File: config.mk
export PLATFORM = sky130hd
export DESIGN_NAME = cdnsdru_usb4_message_bus_prio_tx_v4
export DESIGN_NICKNAME = d
export VERILOG_FILES = /design/src/rtl/cdnsdru_usb4_message_bus_prio_tx_v4_pkg.sv /design/src/rtl/cdnsdru_usb4_message_bus_prio_tx_v4_arb.sv /design/src/rtl/cdnsdru_usb4_message_bus_prio_tx_v4.sv
export SDC_FILE = /design/constraint.sdc
export NUM_CORES = 1
export LEC_CHECK = 0
export CAP_MARGIN = 5
export CELL_PAD_IN_SITES_DETAIL_PLACEMENT = 0
export CELL_PAD_IN_SITES_GLOBAL_PLACEMENT = 2
export CORE_MARGIN = 3
export CORE_UTILIZATION = 42
export CTS_BUF_LIST = sky130_fd_sc_hd__clkbuf_16
export DETAILED_ROUTE_END_ITERATION = 10
export DONT_BUFFER_PORTS = 1
export PLACE_DENSITY_LB_ADDON = 0.1
export SYNTH_ARGS = -nofsm -noshare
export SYNTH_HDL_FRONTEND = slang
export SYNTH_HIERARCHICAL = 1
export SYNTH_SLANG_ARGS = --single-unit
File: constraint.sdc
create_clock -name pipe_mac2phy_clk -period 2.83 [get_ports pipe_mac2phy_clk]
set_input_delay 0.849 -clock pipe_mac2phy_clk [delete_from_list [all_inputs] [get_ports pipe_mac2phy_clk]]
set_output_delay 0.849 -clock pipe_mac2phy_clk [all_outputs]
set_load 0.03 [all_outputs]
File: src/rtl/cdnsdru_usb4_message_bus_prio_tx_v4_pkg.sv
// Message-bus shared definitions: command encodings, priority-TX FSM states
// and a helper that builds the first (command) word of a bus transaction.
package cdnsdru_usb4_message_bus_pkg_v4;

  // Message-bus command nibbles (upper nibble of the first word)
  localparam logic [3:0] MB_CMD_NOP    = 4'h0;
  localparam logic [3:0] MB_CMD_WR_UC  = 4'h1;
  localparam logic [3:0] MB_CMD_WR_C   = 4'h2;
  localparam logic [3:0] MB_CMD_RD     = 4'h3;
  localparam logic [3:0] MB_CMD_RD_CPL = 4'h4;
  localparam logic [3:0] MB_CMD_WR_ACK = 4'h5;

  // Idle value of the bus
  localparam logic [7:0] MB_NOP_WORD = 8'h00;

  // Priority-TX FSM states
  typedef enum logic [2:0] {
    PTX_IDLE     = 3'd0,
    PTX_CMD      = 3'd1,
    PTX_ADDR     = 3'd2,
    PTX_DATA     = 3'd3,
    PTX_WAIT_ACK = 3'd4,
    PTX_DONE     = 3'd5
  } prio_tx_state_e;

  // First word of a transaction: command nibble followed by addr[11:8]
  function automatic logic [7:0] mb_cmd_word(input logic [3:0] cmd, input logic [3:0] addr_hi);
    return {cmd, addr_hi};
  endfunction

endpackage

File: src/rtl/cdnsdru_usb4_message_bus_prio_tx_v4_arb.sv
// Fixed-priority one-hot arbiter: the lowest set request index wins.
module cdnsdru_usb4_message_bus_prio_arb_v4 #(
  parameter int NUM_REQ = 2
) (
  input  logic [NUM_REQ-1:0] req_i,
  output logic [NUM_REQ-1:0] gnt_o
);

  logic found_s;

  // Walk from index 0 upward and grant the first active request only
  always_comb begin
    gnt_o   = {NUM_REQ{1'b0}};
    found_s = 1'b0;
    for (int i = 0; i < NUM_REQ; i++) begin
      if (req_i[i] && !found_s) begin
        gnt_o[i] = 1'b1;
        found_s  = 1'b1;
      end else begin
        gnt_o[i] = 1'b0;
      end
    end
  end

endmodule

File: src/rtl/cdnsdru_usb4_message_bus_prio_tx_v4.sv
// Priority-write transmitter on the PHY-to-MAC message bus. Picks the
// highest-priority pending write, sends it as a 3-word write_committed,
// waits for write_ack with timeout/retry, and pulses sent/done per requester.
// All outputs are registered; their next values are derived from the FSM
// next state so that each bus word appears in the cycle of its state.
module cdnsdru_usb4_message_bus_prio_tx_v4
  import cdnsdru_usb4_message_bus_pkg_v4::*;
#(
  parameter int NUM_REQ     = 2,
  parameter int ACK_TIMEOUT = 64,
  parameter int RETRY_MAX   = 2
) (
  input  logic                    pipe_mac2phy_clk,
  input  logic                    pipe_mac2phy_rstn,
  input  logic                    mb_enable,
  input  logic                    cdb_reset,
  input  logic                    cdb_ctrl_reset,
  input  logic [NUM_REQ-1:0]      prio_tx_write,
  input  logic [NUM_REQ*12-1:0]   prio_addr,
  input  logic [NUM_REQ*8-1:0]    prio_data,
  input  logic                    tx_bus_busy,
  input  logic                    rx_write_ack,
  output logic [NUM_REQ-1:0]      prio_sent,
  output logic [NUM_REQ-1:0]      prio_tx_writes_done,
  output logic                    prio_tx_active,
  output logic [7:0]              p2m_message_bus,
  output logic                    ack_timeout_err
);

  localparam int TW = (ACK_TIMEOUT > 2) ? $clog2(ACK_TIMEOUT) : 1;
  localparam int RW = (RETRY_MAX > 0) ? $clog2(RETRY_MAX + 1) : 1;
  localparam logic [TW-1:0] TIMER_LAST = TW'(ACK_TIMEOUT - 1);
  localparam logic [RW-1:0] RETRY_LIM  = RW'(RETRY_MAX);

  logic ctrl_soft_reset_s;

  prio_tx_state_e state_q, state_d;
  logic [NUM_REQ-1:0] gnt_q, gnt_d;
  logic [11:0]        addr_q, addr_d;
  logic [7:0]         data_q, data_d;
  logic [TW-1:0]      timer_q, timer_d;
  logic [RW-1:0]      retry_q, retry_d;

  logic [7:0]         bus_q, bus_d;
  logic [NUM_REQ-1:0] sent_q, sent_d;
  logic [NUM_REQ-1:0] done_q, done_d;
  logic               active_q, active_d;
  logic               err_q, err_d;

  logic [NUM_REQ-1:0] arb_gnt_s;
  logic [11:0]        sel_addr_s;
  logic [7:0]         sel_data_s;

  assign ctrl_soft_reset_s = ~mb_enable | cdb_reset | cdb_ctrl_reset;

  cdnsdru_usb4_message_bus_prio_arb_v4 #(
    .NUM_REQ (NUM_REQ)
  ) u_arb (
    .req_i (prio_tx_write),
    .gnt_o (arb_gnt_s)
  );

  // One-hot mux of the winning requester's address and data
  always_comb begin
    sel_addr_s = {12{1'b0}};
    sel_data_s = 8'h00;
    for (int i = 0; i < NUM_REQ; i++) begin
      sel_addr_s = sel_addr_s | (prio_addr[12*i +: 12] & {12{arb_gnt_s[i]}});
      sel_data_s = sel_data_s | (prio_data[8*i +: 8] & {8{arb_gnt_s[i]}});
    end
  end

  // FSM next state, grant/payload latch, ack timer and retry counter
  always_comb begin
    state_d = state_q;
    gnt_d   = gnt_q;
    addr_d  = addr_q;
    data_d  = data_q;
    timer_d = {TW{1'b0}};
    retry_d = retry_q;
    err_d   = 1'b0;
    case (state_q)
      PTX_IDLE: begin
        if ((|prio_tx_write) && !tx_bus_busy) begin
          gnt_d   = arb_gnt_s;
          addr_d  = sel_addr_s;
          data_d  = sel_data_s;
          state_d = PTX_CMD;
        end else begin
          state_d = PTX_IDLE;
        end
      end
      PTX_CMD:  state_d = PTX_ADDR;
      PTX_ADDR: state_d = PTX_DATA;
      PTX_DATA: state_d = PTX_WAIT_ACK;
      PTX_WAIT_ACK: begin
        // An ack arriving on the timeout cycle still counts as success
        if (rx_write_ack) begin
          state_d = PTX_DONE;
        end else if (timer_q == TIMER_LAST) begin
          if (retry_q < RETRY_LIM) begin
            retry_d = retry_q + RW'(1);
            state_d = PTX_CMD;
          end else begin
            err_d   = 1'b1;
            state_d = PTX_DONE;
          end
        end else begin
          timer_d = timer_q + TW'(1);
        end
      end
      PTX_DONE: begin
        retry_d = {RW{1'b0}};
        state_d = PTX_IDLE;
      end
      default: begin
        state_d = PTX_IDLE;
      end
    endcase
  end

  // Output values for the cycle the FSM is about to enter
  always_comb begin
    case (state_d)
      PTX_CMD:  bus_d = mb_cmd_word(MB_CMD_WR_C, addr_d[11:8]);
      PTX_ADDR: bus_d = addr_d[7:0];
      PTX_DATA: bus_d = data_d;
      default:  bus_d = MB_NOP_WORD;
    endcase
    // sent only on the first attempt (entry from IDLE), not on retries
    if ((state_d == PTX_CMD) && (state_q == PTX_IDLE)) begin
      sent_d = gnt_d;
    end else begin
      sent_d = {NUM_REQ{1'b0}};
    end
    if (state_d == PTX_DONE) begin
      done_d = gnt_d;
    end else begin
      done_d = {NUM_REQ{1'b0}};
    end
    active_d = (state_d != PTX_IDLE);
  end

  // State and output registers; soft reset behaves like the async reset
  always_ff @(posedge pipe_mac2phy_clk or negedge pipe_mac2phy_rstn) begin
    if (!pipe_mac2phy_rstn) begin
      state_q  <= PTX_IDLE;
      gnt_q    <= {NUM_REQ{1'b0}};
      addr_q   <= 12'h000;
      data_q   <= 8'h00;
      timer_q  <= {TW{1'b0}};
      retry_q  <= {RW{1'b0}};
      bus_q    <= MB_NOP_WORD;
      sent_q   <= {NUM_REQ{1'b0}};
      done_q   <= {NUM_REQ{1'b0}};
      active_q <= 1'b0;
      err_q    <= 1'b0;
    end else if (ctrl_soft_reset_s) begin
      state_q  <= PTX_IDLE;
      gnt_q    <= {NUM_REQ{1'b0}};
      addr_q   <= 12'h000;
      data_q   <= 8'h00;
      timer_q  <= {TW{1'b0}};
      retry_q  <= {RW{1'b0}};
      bus_q    <= MB_NOP_WORD;
      sent_q   <= {NUM_REQ{1'b0}};
      done_q   <= {NUM_REQ{1'b0}};
      active_q <= 1'b0;
      err_q    <= 1'b0;
    end else begin
      state_q  <= state_d;
      gnt_q    <= gnt_d;
      addr_q   <= addr_d;
      data_q   <= data_d;
      timer_q  <= timer_d;
      retry_q  <= retry_d;
      bus_q    <= bus_d;
      sent_q   <= sent_d;
      done_q   <= done_d;
      active_q <= active_d;
      err_q    <= err_d;
    end
  end

  assign p2m_message_bus     = bus_q;
  assign prio_sent           = sent_q;
  assign prio_tx_writes_done = done_q;
  assign prio_tx_active      = active_q;
  assign ack_timeout_err     = err_q;

endmodule

== Word-level counts from Yosys, hierarchy flattened ==
Index checks and enable logic that the tools add are counted.
Cells by class
  reductions and logical operators: 10
  bitwise operators: 9
  eq/ne operators: 13
  add/subtract/negate cells: 2
  magnitude comparators: 1
  multiplexer cells: 38
Operators by type and width (count)
  12-bit two-way mux: 3
  8-bit two-way mux: 4
  12-bit bitwise AND: 2
  6-bit two-way mux: 4
  8-bit one-hot mux with 3 select lines: 1
  2-bit two-way mux: 11
  8-bit bitwise AND: 2
  3-bit one-hot mux with 5 select lines: 1
  3-bit by 2-bit == test with 1-bit output, second input constant: 4
  3-bit two-way mux: 4
  12-bit OR: 1
  3-bit == test, second input constant: 3
  1-bit two-way mux: 9
  3-bit inequality test, second input constant: 3
  8-bit OR: 1
  6-bit by 1-bit adder with 6-bit output, second input constant: 1
  3-bit by 1-bit == test with 1-bit output, second input constant: 2
  6-bit == test, second input constant: 1
  3-bit nonzero test: 2
  2-bit one-hot mux with 2 select lines: 1
  4-bit AND reduction: 1
  1-bit logical AND: 3
  3-bit zero test: 1
  2-bit by 1-bit adder with 2-bit output, second input constant: 1
  5 further kinds: 7
Storage, ports and cells
  bits in registers: 47
  word-level logic and storage cells: 84
  output and inout port bits: 14

== Longest topological paths before layout ==
  word-level depth: 10
  gate-level depth with buffers: 7

== Hierarchy ==
The synthesis kept the hierarchy.
By module, submodules not included
  cdnsdru_usb4_message_bus_prio_tx_v4: times used 1, area an instance 2317.2 µm², cells each 217, sequential area each 1176.1 µm²
  cdnsdru_usb4_message_bus_prio_arb_v4: times used 1, area an instance 21.3 µm², cells each 2, sequential area each 0.0 µm²

== Least setup slack after synthesis ==
No wires, ideal clock.
  path type: in2reg
  from: in cdb_reset
  to: reg addr_q[0]
  required time: 2743 ps
  setup time: 87 ps
  stages on the path: 4
  data arrival time: 1767 ps
  path slack: 976 ps
  cell sequence: or3b_1 clkbuf_1 clkbuf_1 nor3_1
On the way
  word-level cells in the longest chain between the ends: 3
RTL lines
  start: declaration: line cdnsdru_usb4_message_bus_prio_tx_v4.sv:16  | input logic cdb_reset,
  1-bit OR (2 in a row): line cdnsdru_usb4_message_bus_prio_tx_v4.sv:54  | assign ctrl_soft_reset_s = ~mb_enable | cdb_reset | cdb_ctrl_reset;
  12-bit two-way mux: line cdnsdru_usb4_message_bus_prio_tx_v4.sv:158  | end else if (ctrl_soft_reset_s) begin
  end signal: assignment: line cdnsdru_usb4_message_bus_prio_tx_v4.sv:173  | addr_q <= addr_d;
  end: declaration: line cdnsdru_usb4_message_bus_prio_tx_v4.sv:39  | logic [11:0] addr_q, addr_d;
No other way between the ends.
A chain may end at the register's enable or synchronous reset.

== Worst setup path after layout ==
  from: reg state_q[1]
  to: reg addr_q[8]
On the way
  word-level cells in the longest chain between the ends: 3
RTL lines
  start: declaration: line cdnsdru_usb4_message_bus_prio_tx_v4.sv:37  | prio_tx_state_e state_q, state_d;
  start signal: assignment: line cdnsdru_usb4_message_bus_prio_tx_v4.sv:171  | state_q <= state_d;
  3-bit zero test: line cdnsdru_usb4_message_bus_prio_tx_v4.sv:82  | case (state_q)
  12-bit two-way mux: line cdnsdru_usb4_message_bus_prio_tx_v4.sv:82
  12-bit two-way mux: line cdnsdru_usb4_message_bus_prio_tx_v4.sv:158
No other way between the ends.

==> summary.md <==
| Metric | Value |
|---|---|
| Worst-margin pin slew | 0.756 ns |
| Simple-gate portion of the synthesized area | 20.9% |
| Largest net degree at the start of global routing | 48 |
| Fin. max-slew vios | 0 |
| Initial drt markers | 107 |
| Crit end category | flop |
| Area leader, netlist | dfrtp_1 |
| Mapped cell area | 2340 um2 |
| First-pass GRT wire length | 8140 um |
| Hold WC Path Type | primary input to async pin |
| Fin. Hold Viols | 0 |
| RSZ-0062 raised after global routing | false |
| Placer Congestion | 0.786 |
| Detailed-route via count | 1628 |
| Clk_skew | 0.00506 ns |
| Arrival time at the worst endpoint | 2.29 ns |
| DR WL/cell | 18.6 um |
| Initial antenna violation count | 0 |
| Average cell area after synthesis | 10.7 um2 |
| Post-synthesis compound-gate area fraction | 19.5% |
| Worst-path fanout max | 14 |
| 1st-pass router iterations | 4 |
| Main combinational cell family by area after synthesis | simple AND/OR/NAND/NOR gates |
| Post-synthesis mux area share | 0.856% |
| Post-CTS resize count | 0 |
| DRC | 0 |
| Main synth FF type | dfrtp_1 |
| Core region area | 5240 um2 |
| Hpwl dp | 3800 um |
| FP Rows | 26 |
| CTS tree | built |
| Reg-to-Reg End | addr_q[8] |
| Yosys warnings | 6 |
| Layout cells sized above 1 | 15.6% |
| Worst-path clk slew | 0.06 ns |
| Clock Tree Buf Depth | 2 |
| Total Wirelength | 5240 um |
| Layout area overhead | 6.05% |
| Top-count cell post-synth | dfrtp_1 |
| Area contributors post-synth | dfrtp_1 (50%), a221oi_1 (6.0%), nor2_1 (5.1%), nor3_2 (4.3%), a22oi_1 (3.9%) |
| Number of global-route vias before repair | 1504 |
| Clock Latency Late Sink | 0.28 ns |
| Setup bufs post-CTS | 0 |
| Max_slew headroom | 49.6% |
| Die area | 6500 um2 |
| Root buffer cell | clkbuf_16 |
| Status | completed |
| Overall routing resource usage | 17.2% |
| Total gr overflow | 0 |
| Worst path required time | 3.02 ns |
| Setup violations, final | 0 |
| Mapped Cells | 219 |
| H-tree Lvls | 2 |
| Max-Cap Viols | 0 |
| PwrDens | 544 nW/um2 |
| Die span in y | 80.6 um |
| Critical path endpoint | addr_q[8] |
| Final setup TNS | 0 ns |
| Starting Density | 44.6% |
| CTS sink count | 47 |
| CTS Buf Count | 5 |
| CP Class | flop to flop |
| Worst Setup Start Kind | flop |
| Asr flop ratio synth | 100% |
| Top cell type's share of synthesized area | 50.3% |
| Hold slack | 0.254 ns |
| FF-to-FF Start | state_q[1] |
| Count of different cell masters after synthesis | 41 |
| Highest clock rate | 477 MHz |
| Via density | 5.79 |
| Antenna Cells | 0 |
| Number of synthesized flops with an enable pin | 0 |
| Fillers | 493 |
| Seq/Total Area, Yosys | 50.3% |
| Final nets | 260 |
| Setup crit start | state_q[1] |
| Worst R2R Setup Slack | 0.73 ns |
| Post-synthesis xor/xnor area fraction | 2.25% |
| IO Count | 63 |
| Final critical-path required period | 2.10 ns |
| Static Leakage | 0.973 nW |
| Synth Area in Adders | 0.535% |
| Mapped Nets | 269 |
| #FFs+latches synth | 47 |
| Max IR drop VDD | 0.300 mV |
| Die width | 80.6 um |
| Port buffer count | 0 |
| Final worst-path cycle share | 74.1% |
| Antenna Nets Post-Route | 0 |
| Number of cells on the worst reg-to-reg path | 5 |
| Hold_buf cts | 0 |
| Top cells by count, synth | dfrtp_1 (47), nor2_1 (32), a221oi_1 (16), nor3_1 (16), a22oi_1 (12) |
cell type report:
type	count	area, um2	area share, %
flip-flops and latches	47	1180	47.4
multi-input cells	150	1030	41.5
clock buffers	5	125	5.05
well taps	70	87.6	3.53
repair buffers	5	37.5	1.51
clock inverters	3	20.0	0.807
inverters	1	3.75	0.151
worst min-delay path by stage:
stage,from,end,slack (ns),cells after the start
finish,pipe_mac2phy_rstn,prio_tx_active,0.25,0
global route,pipe_mac2phy_rstn,timer_q[5],0.24,0
CTS,pipe_mac2phy_rstn,prio_tx_active,0.25,0
detailed placement,timer_q[0],timer_q[0],0.47,1
global placement,timer_q[0],timer_q[0],0.45,1
floorplan,timer_q[0],timer_q[0],0.43,1
per-layer routing:
layer	part of all wire, %	up-vias	global-route usage (%)
met3	6.4	4	4.71
met1	42	795	22.7
met4	0.52	0	4.05
met2	51	42	28.1
met5	0	-	0
li1	-	787	-
state kept, by name, summed over array words and instances (netlist names):
| register | flops |
|---|---|
| ack_timeout_err | 1 |
| addr_q | 12 |
| data_q | 8 |
| gnt_q | 2 |
| p2m_message_bus | 8 |
| prio_sent | 2 |
| prio_tx_active | 1 |
| prio_tx_writes_done | 2 |
| retry_q | 2 |
| state_q | 3 |
| timer_q | 6 |
placed cells by master (no fill, tap or decap), types with 2 or more instances in the layout:
cell type   Yosys  routed
a211oi_1        5       5
xor2_1          2       2
mux2i_1         2       2
dfrtp_1        47      47
nand3_1         3       3
a21oi_1         7       7
o21ai_0         3       3
buf_4           4       5
nor3_2         10      10
clkbuf_16       0       5
nor3_1         16      16
nor3b_1         2       2
nand2_1         9       9
nor2_1         32      32
or2_2           2       2
o22a_1          4       4
clkinvlp_4      0       2
and4_1          2       2
xnor2_1         4       4
a22oi_1        12      12
nor2b_1         2       2
a221oi_1       16      16
critical path, stage by stage, from the launching register on:
cell	delay [ns]
dfrtp_1	0.52
nor4_4	0.36
o21a_1	0.56
buf_4	0.30
nor2_1	0.06
a211oi_1	0.21
through the flow:
step	instances	total power (W)	utilization (%)	instance area, um2	setup WS [ns]
floorplan	219	0.000782	-	2340	0.976
global placement	273	0.000788	44.6	2330	0.646
detailed placement	273	0.000790	44.6	2330	0.576
CTS	281	0.00137	47.3	2480	0.707
global route	281	0.00141	47.3	2480	0.549
finish	281	0.00135	47.3	2480	0.733
power by group:
group / internal, W / switching (W) / leakage (nW)
Clock: 0.000325 / 0.000248 / 0.0658
Sequential: 0.000680 / 0.00000754 / 0.653
Combinational: 0.0000335 / 0.0000552 / 0.254
logic make-up after synthesis:
kind of cell    Yosys count
compound gates           56
xor+xnor                  6
fa+ha+maj                 1
buf+inv                  22
flops                    47
mux                       2
simple gates             85
No activity file was read; power rests on OpenSTA's default activity.
